## src/rtl/hilo_mc_ctrl.sv

```systemverilog
// hilo_mc_ctrl: execute-stage sequencer for multi-cycle HI/LO operations.
// MADD/MADDU/MSUB/MSUBU take two cycles (accumulate, then write back).
// DIV/DIVU hand the operands to an external iterative divider and wait
// for its ready pulse before writing {remainder,quotient} to HI/LO.
// A flush (annul_i) abandons whatever is in flight.
//
// state      | meaning
// -----------+------------------------------------------------------------
// S_IDLE     | no multi-cycle op in flight; decode aluop_i each cycle
// S_MACC     | signed/negated product latched, write hilo_temp + hilo_i
// S_DIV_WAIT | divider started, stall EX until div_ready_i
// S_DIV_DONE | divider result latched in hilo_temp, write it back

module hilo_mc_ctrl #(
  parameter int              OP_W     = 8,
  parameter logic [OP_W-1:0] OP_MADD  = 8'b10100110,
  parameter logic [OP_W-1:0] OP_MADDU = 8'b10101000,
  parameter logic [OP_W-1:0] OP_MSUB  = 8'b10101010,
  parameter logic [OP_W-1:0] OP_MSUBU = 8'b10101011,
  parameter logic [OP_W-1:0] OP_DIV   = 8'b00011010,
  parameter logic [OP_W-1:0] OP_DIVU  = 8'b00011011
) (
  input  logic            clk,
  input  logic            rst,
  input  logic [OP_W-1:0] aluop_i,
  input  logic [31:0]     reg1_i,
  input  logic [31:0]     reg2_i,
  input  logic [63:0]     mul_i,
  input  logic [63:0]     hilo_i,
  input  logic            annul_i,
  input  logic [63:0]     div_result_i,
  input  logic            div_ready_i,
  output logic            stallreq_o,
  output logic            whilo_o,
  output logic [63:0]     hilo_o,
  output logic            div_start_o,
  output logic            div_signed_o,
  output logic [31:0]     div_opdata1_o,
  output logic [31:0]     div_opdata2_o,
  output logic            div_annul_o
);

  typedef enum logic [1:0] {
    S_IDLE     = 2'd0,
    S_MACC     = 2'd1,
    S_DIV_WAIT = 2'd2,
    S_DIV_DONE = 2'd3
  } state_t;

  state_t      state;
  state_t      state_nxt;
  logic [63:0] hilo_temp;

  logic        op_msub;
  logic        op_macc;
  logic        op_div;
  logic        div_by_zero;

  // Opcode classification; only consulted in S_IDLE, later cycles use latched data.
  always_comb begin
    op_msub     = (aluop_i == OP_MSUB) || (aluop_i == OP_MSUBU);
    op_macc     = op_msub || (aluop_i == OP_MADD) || (aluop_i == OP_MADDU);
    op_div      = (aluop_i == OP_DIV) || (aluop_i == OP_DIVU);
    div_by_zero = (reg2_i == 32'd0);
  end

  // State register with synchronous active-low reset.
  always_ff @(posedge clk) begin
    if (!rst) begin
      state <= S_IDLE;
    end else begin
      state <= state_nxt;
    end
  end

  // Next-state decode; annul always returns to idle, and wins over div_ready_i.
  always_comb begin
    state_nxt = state;
    case (state)
      S_IDLE: begin
        if (!annul_i) begin
          if (op_macc) begin
            state_nxt = S_MACC;
          end else if (op_div && !div_by_zero) begin
            state_nxt = S_DIV_WAIT;
          end
        end
      end
      S_MACC: begin
        state_nxt = S_IDLE;
      end
      S_DIV_WAIT: begin
        if (annul_i) begin
          state_nxt = S_IDLE;
        end else if (div_ready_i) begin
          state_nxt = S_DIV_DONE;
        end
      end
      S_DIV_DONE: begin
        state_nxt = S_IDLE;
      end
      default: begin
        state_nxt = S_IDLE;
      end
    endcase
  end

  // Combinational outputs: stall, HI/LO write-back and divider abort.
  // A divide by zero is resolved in S_IDLE without touching the divider.
  always_comb begin
    stallreq_o  = 1'b0;
    whilo_o     = 1'b0;
    hilo_o      = 64'd0;
    div_annul_o = 1'b0;
    case (state)
      S_IDLE: begin
        if (!annul_i) begin
          if (op_macc) begin
            stallreq_o = 1'b1;
          end else if (op_div) begin
            if (div_by_zero) begin
              whilo_o = 1'b1;
            end else begin
              stallreq_o = 1'b1;
            end
          end
        end
      end
      S_MACC: begin
        if (!annul_i) begin
          whilo_o = 1'b1;
          hilo_o  = hilo_temp + hilo_i;
        end
      end
      S_DIV_WAIT: begin
        if (annul_i) begin
          div_annul_o = 1'b1;
        end else begin
          stallreq_o = 1'b1;
        end
      end
      S_DIV_DONE: begin
        if (!annul_i) begin
          whilo_o = 1'b1;
          hilo_o  = hilo_temp;
        end
      end
      default: begin
        stallreq_o = 1'b0;
      end
    endcase
  end

  // Datapath registers: accumulator term, divider operands and the level-held start.
  // The divider operands stay put after the divide so the divider sees stable inputs.
  always_ff @(posedge clk) begin
    if (!rst) begin
      hilo_temp     <= 64'd0;
      div_start_o   <= 1'b0;
      div_signed_o  <= 1'b0;
      div_opdata1_o <= 32'd0;
      div_opdata2_o <= 32'd0;
    end else begin
      case (state)
        S_IDLE: begin
          if (!annul_i) begin
            if (op_macc) begin
              hilo_temp <= op_msub ? ((~mul_i) + 64'd1) : mul_i;
            end else if (op_div && !div_by_zero) begin
              div_opdata1_o <= reg1_i;
              div_opdata2_o <= reg2_i;
              div_signed_o  <= (aluop_i == OP_DIV);
              div_start_o   <= 1'b1;
            end
          end
        end
        S_DIV_WAIT: begin
          if (annul_i) begin
            div_start_o <= 1'b0;
          end else if (div_ready_i) begin
            hilo_temp   <= div_result_i;
            div_start_o <= 1'b0;
          end
        end
        default: begin
          div_start_o <= 1'b0;
        end
      endcase
    end
  end

endmodule

```

## config.mk

```make
export PLATFORM = sky130hd
export DESIGN_NAME = hilo_mc_ctrl
export DESIGN_NICKNAME = d
export VERILOG_FILES = /design/src/rtl/hilo_mc_ctrl.sv
export SDC_FILE = /design/constraint.sdc
export NUM_CORES = 1
export LEC_CHECK = 0
export ABC_CLOCK_PERIOD_IN_PS = 7100
export CAP_MARGIN = 20
export CORE_UTILIZATION = 45
export DETAILED_ROUTE_END_ITERATION = 6
export GPL_TIMING_DRIVEN = 0
export PLACE_DENSITY = 0.79
export RECOVER_POWER = 50
export SETUP_SLACK_MARGIN = 0.4
export SYNTH_ARGS = -nofsm -noshare
export SYNTH_HDL_FRONTEND = slang
export SYNTH_SLANG_ARGS = --single-unit
```

## constraint.sdc

```tcl
create_clock -name clk -period 7.1 [get_ports clk]
set_input_delay 1.775 -clock clk [delete_from_list [all_inputs] [get_ports clk]]
set_output_delay 1.775 -clock clk [all_outputs]
set_load 0.1 [all_outputs]
```

# [After elaboration in Yosys (flattened, before gate mapping)]
# Index checks and enable logic that the tools add are counted.
[op_classes] n_addsub=2 multipliers=0 div_mod_pow=0 magnitude_cmp=0 n_eq_ne=17 n_shift=0 n_mux=34 n_bitwise=3 n_reduce_logical=14
[op_table] operator="$mux W64" n=7
[op_table] operator="$pmux W64 S2" n=2
[op_table] operator="$add A64 B1 Y64 const B" n=1
[op_table] operator="$add A64 B64 Y64" n=1
[op_table] operator="$not A64 Y64" n=1
[op_table] operator="$eq A8 B8 Y1 const B" n=4
[op_table] operator="$logic_not A32 Y1" n=1
[op_table] operator="$eq A8 B5 Y1 const B" n=2
[op_table] operator="$mux W1" n=16
[op_table] operator="$ne A2 B2 Y1 const B" n=6
[op_table] operator="$mux W2" n=5
[op_table] operator="$reduce_and A4 Y1" n=2
[op_table] operator="$ne A3 B3 Y1 const B" n=2
[op_table] operator="$pmux W1 S2" n=3
[op_table] operator="$pmux W2 S3" n=1
[op_table] operator="$reduce_and A5 Y1" n=1
[op_table] operator="$eq A2 B2 Y1 const B" n=2
[op_table] operator="$logic_or A1 B1 Y1" n=4
[op_table] operator="$reduce_and A3 Y1" n=1
[op_table] operator="$eq A2 B1 Y1 const B" n=1
[op_table] operator="$logic_not A2 Y1" n=1
[op_table] operator="$not A1 Y1" n=2
[op_table] operator="$reduce_bool A2 Y1" n=1
[op_table] operator="$reduce_or A2 Y1" n=1
[op_table] operator="other kinds (2)" n=2
[word_totals] regBits=132 latchBits=0 ram_bits=0 mem_bits_ro=0 input_bits=268 output_inout_bits=133 wordCells=76 mem_count=0

# [Longest topological paths before layout]
[logic_depth] word_depth=7 depth_mapped=13 depth_no_buf=13

# [Worst setup path after synthesis]
# No wires, ideal clock.
[synth_timing] path_type="input port to output port" startpoint="in hilo_i[15]" endpoint="out hilo_o[30]" arrival_ps=5793 required_time_ps=5325 slack_ps=-468 stages=10 n_path_buf=1 path_cell_list="ha_1 > clkbuf_1 > a21oi_1 > o21ai_0 > nor3b_1 > a31oi_1 > or2_2 > a31oi_1 > xor2_1 > a211oi_1"
[synth_between] elab_chain_len=3
[synth_rtl] element="start: declaration" line_no="29" source="input logic [63:0] hilo_i,"
[synth_rtl] element="$add A64 B64 Y64" line_no="132" source="hilo_o = hilo_temp + hilo_i;"
[synth_rtl] element="$mux W64" line_no="130" source="if (!annul_i) begin"
[synth_rtl] element="$pmux W64 S2" line_no="115" source="case (state)"
[synth_rtl] element="end: declaration" line_no="35" source="output logic [63:0] hilo_o,"
# Every way passes these cells.

# [Final worst setup path]
[layout_timing] startpoint="in hilo_i[19]" endpoint="out hilo_o[62]"
# The elaborated chain is that of the path after synthesis.

==> results.txt <==
----------------------------------------------------
[STA]
  Ratio of final minimum period to clock period ... just under 100%
  Final worst path period need ... slightly below 7 ns
  Final setup vio count ... 0
  Final sum of negative setup slack ... 0 ns
  Worst-case headroom to the max-slew limit ... between 20% and 30%
  Fmax ... 146 MHz
  Clock skew ... 0.0135 ns
  Slew of the pin with the lowest slew margin ... between 1 and 1.5 ns
  RSZ-0062 raised after global routing ... true
  Final hold violation count ... 0
  Max-slew violations ... 0
  Post-Route Hold Slack ... ~0.46 ns

[Drt]
  Routed length per instance ... between 20 and 25 µm
  Drt first pass iters ... 6
  Aggregate routed wire length ... 56300 µm
  Via count ... between 10000 and 15000
  DRC violation count after routing ... 0
  Initial drt markers ... between 1000 and 1500
  Average via count per standard cell ... slightly above 6
  Antenna violation net count after detailed routing ... 0

[Synthesis]
  Part of the Yosys area used for sequential elements ... between 20% and 30%
  Syn Inst Count ... about 1600
  Syn Nets ... 1904
  Flip-flop cell with the highest count after synthesis ... sky130_fd_sc_hd__dfxtp_1
  Post-synthesis async set-or-reset flop share ... 0%
  Avg Cell Area, Syn ... approximately 7.3 µm²
  Number of enable flip-flop cells after synthesis ... 0
  Unique cell type count in the Yosys netlist ... 75
  Number of storage elements in the synthesis netlist ... around 130
  Cell area after synthesis ... around 11000 µm²
  Warnings, synthesis ... 0

[CTS]
  TritonCTS clock tree ... built
  Clock buffers created by TritonCTS ... 17
  Clock latency reported for the late side of the worst-skew pair ... 0.44 ns
  Root buffer cell ... sky130_fd_sc_hd__clkbuf_16
  CTS sink count ... around 130
  Clock transition at path regs ... 0.07 ns
  Number of levels in the clock H-tree ... 4
  Clock Path Buffers ... 2
  Number of buffers inserted for hold repair after clock tree synthesis ... 0

[Place]
  Number of port buffers ... about 400
  Number of instances in the placed design ... ~2300
  Routability-driven placement congestion ratio ... between 1 and 1.5
  Post-DP HPWL ... between 40000 and 50000 µm

[Die]
  I/O pins ... around 400
  Total Die Area ... about 26000 µm²
  Y dimension of the die ... roughly 160 µm
  Number of standard-cell rows in the floorplan ... between 50 and 60
  Die Wd ... 161 µm
  Initial Util ... ~46%
  Standard cell core area ... 24600 µm²

[Power and ir drop]
  Static Leak ... between 7 and 8 nW
  Total power after layout ... between 0.002 and 0.0025 W
  Power per unit of standard cell area ... 121 nW/µm²
  Worst ir drop on vdd ... around 0.15 mV

[Global route]
  Overall Global Routing Usage ... 41.4%
  Largest net degree at the start of global routing ... 17
  Vias in the first global route ... about 14000
  Antenna violations before repair ... 3
  Aggregate global routing overflow ... 0
  Wire length of the first global-routing pass ... just over 80000 µm

[Critical path]
  Launch instance of the worst register-to-register path ... state[1]$_SDFFE_PN0P_
  Critical path fanouts, max ... 8
  Origin of the worst setup path ... hilo_i[19]
  Critical Path Sink Type ... primary output
  Worst setup path class ... in2out
  Largest delay share family, worst path ... compound AO/OA/AOI/OAI gates
  WP data required ... approximately 5.3 ns
  Arrival time of data at the critical path endpoint ... approximately 5.1 ns
  Count of buffer and inverter cells on the critical path ... 3
  Delay of the slowest critical-path stage ... approximately 0.47 ns
  Worst path slowest cell ... sky130_fd_sc_hd__clkdlybuf4s50_1
  Critical path startpoint category ... input pin
  List of cells traversed by the critical path ... clkdlybuf4s50_1 > ha_1 > buf_2 > nand2_1 > nor3_2 > o211ai_1 > a31oi_4 > a211oi_4 > o31ai_4 > a31oi_4 > o31ai_4 > xor2_1 > a22o_1 > buf_12

[Finish]
  Most frequent standard cell in the layout excluding fill and tap cells ... sky130_fd_sc_hd__nand2_1
  Share of cells above drive strength 1 ... between 10% and 20%
  Syn-to-layout area delta ... 54.4%
  Fill cell total of the finished layout ... ~2000
  Most frequent cells in the layout ... 258 x sky130_fd_sc_hd__nand2_1, 247 x sky130_fd_sc_hd__clkdlybuf4s50_1, 132 x sky130_fd_sc_hd__dfxtp_1, 130 x sky130_fd_sc_hd__nor2_1, 117 x sky130_fd_sc_hd__a21oi_1
  Register cell area after layout ... 2640 µm²
  Total number of nets in the final design ... roughly 2400
  Final cell utilization of the core ... between 70% and 80%
  Multi-input logic area ... slightly below 9000 µm²
  Cell Count, Final, Fillers Out ... between 2000 and 2500

[Outcome]
  Status ... complete, no violations

[Flow run]
  Max-cap viol count ... 0

[Worst hold path]
  Path category of the worst min-delay check ... reg2reg
  Worst Min Path Start ... div_opdata2_o[2]$_SDFFE_PN0P_

----------------------------------------------------
routing by layer:
metal | share of wire [%] | vias up | wire (µm) | GRT usage, %
met5 | 0.021 | - | 12 | 0
met4 | 6.4 | 2 | 3600 | 25.3
met3 | 10 | 219 | 5610 | 10.5
met2 | 46 | 890 | 25900 | 68.4
met1 | 38 | 6853 | 21100 | 48.0
li1 | - | 6630 | - | -
repair_timing:
| item | in CTS | in global routing |
|---|---|---|
| pin swaps | 39 | 53 |
| endpoints found under the setup margin | 58 | 60 |
| setup buffers | 20 | 26 |
| gates resized for setup | 392 | 162 |
| gates cloned | 0 | 0 |
path summary, 6_finish.rpt:
| kind | to | slack (ns) | depth (start not counted) |
|---|---|---|---|
| worst max-delay path | hilo_o[62] | 0.25 | 14 |
| worst min register to register | div_opdata2_o[2]$_SDFFE_PN0P_ | 0.46 | 2 |
| worst max register to register | hilo_temp[10]$_SDFFE_PN0P_ | 4.03 | 8 |
| worst min-delay path | div_opdata2_o[2]$_SDFFE_PN0P_ | 0.46 | 2 |
per-stage QoR:
stage / setup WS [ns] / area (µm²)
CTS: 0.237 / 17000
global placement: -1.32 / 15800
finish: 0.252 / 17600
floorplan: 0.426 / 11400
detailed placement: -1.32 / 15800
global route: 0.203 / 17600
synthesized netlist by cell type, types with 5 or more instances:
cell type                    n  area, µm²
sky130_fd_sc_hd__xor2_1     46        403
sky130_fd_sc_hd__nand2b_1   10       62.6
sky130_fd_sc_hd__o221ai_1   55        482
sky130_fd_sc_hd__buf_2       6       30.0
sky130_fd_sc_hd__nand2_1   263        987
sky130_fd_sc_hd__inv_1      31        116
sky130_fd_sc_hd__xnor2_1    73        639
sky130_fd_sc_hd__a31o_2      5       43.8
sky130_fd_sc_hd__a211oi_1   13       97.6
sky130_fd_sc_hd__ha_1       64        801
sky130_fd_sc_hd__o211ai_1    9       67.6
sky130_fd_sc_hd__a22o_1     30        263
sky130_fd_sc_hd__nor2b_1    10       62.6
sky130_fd_sc_hd__nor4_1     21        131
sky130_fd_sc_hd__a31oi_1    15       93.8
sky130_fd_sc_hd__o31ai_1    11       82.6
sky130_fd_sc_hd__o21bai_1   14        105
sky130_fd_sc_hd__a21o_1     19        143
sky130_fd_sc_hd__nor3_1     17       85.1
sky130_fd_sc_hd__nand3_1    14       70.1
sky130_fd_sc_hd__clkbuf_1  106        398
sky130_fd_sc_hd__dfxtp_1   132       2640
sky130_fd_sc_hd__nor2_1    137        514
sky130_fd_sc_hd__a21boi_0  116        871
sky130_fd_sc_hd__nand4_1    33        206
sky130_fd_sc_hd__or2_2       5       31.3
sky130_fd_sc_hd__or3_1      11       68.8
sky130_fd_sc_hd__o21a_1      8       60.1
sky130_fd_sc_hd__o21ai_0    65        325
sky130_fd_sc_hd__a21oi_1   140        701
sky130_fd_sc_hd__and2_1     10       62.6
layout make-up:
type,instances,area share [%]
multi-input combinational,1291,50.2
clock buffer,17,2.41
clock inverter,15,1.02
timing repair buffer,446,24.9
tap,324,2.30
sequential,132,15.0
inverter,32,0.681
buffer,116,3.41
antenna,2,0.0284
flip-flops by register name, summed over array words and instances, names as in the netlist:
name           cells
div_opdata1_o     32
hilo_temp         64
div_start_o        1
div_signed_o       1
div_opdata2_o     32
state              2
cell families after synthesis:
group / share of synthesized area [%]
adders and majority gates: 7.19
buffers and inverters: 4.93
xor gates and xnor gates: 9.28
muxes: 0.351
AOI/OAI and AO/OA: 33.0
and+or+nand+nor: 22.1
DFF: 23.2
where the power goes:
part	total [W]	internal [W]	switching, W
sequential	0.000745	0.000743	0.00000262
clock	0.000951	0.000507	0.000444
combinational	0.000429	0.000227	0.000202
worst min-delay path, cell delays in order (launching register included):
cell and delay (ns):
sky130_fd_sc_hd__dfxtp_1 0.31, sky130_fd_sc_hd__nand2_1 0.04, sky130_fd_sc_hd__a21boi_0 0.06
Power figures use the tool's default switching activity.
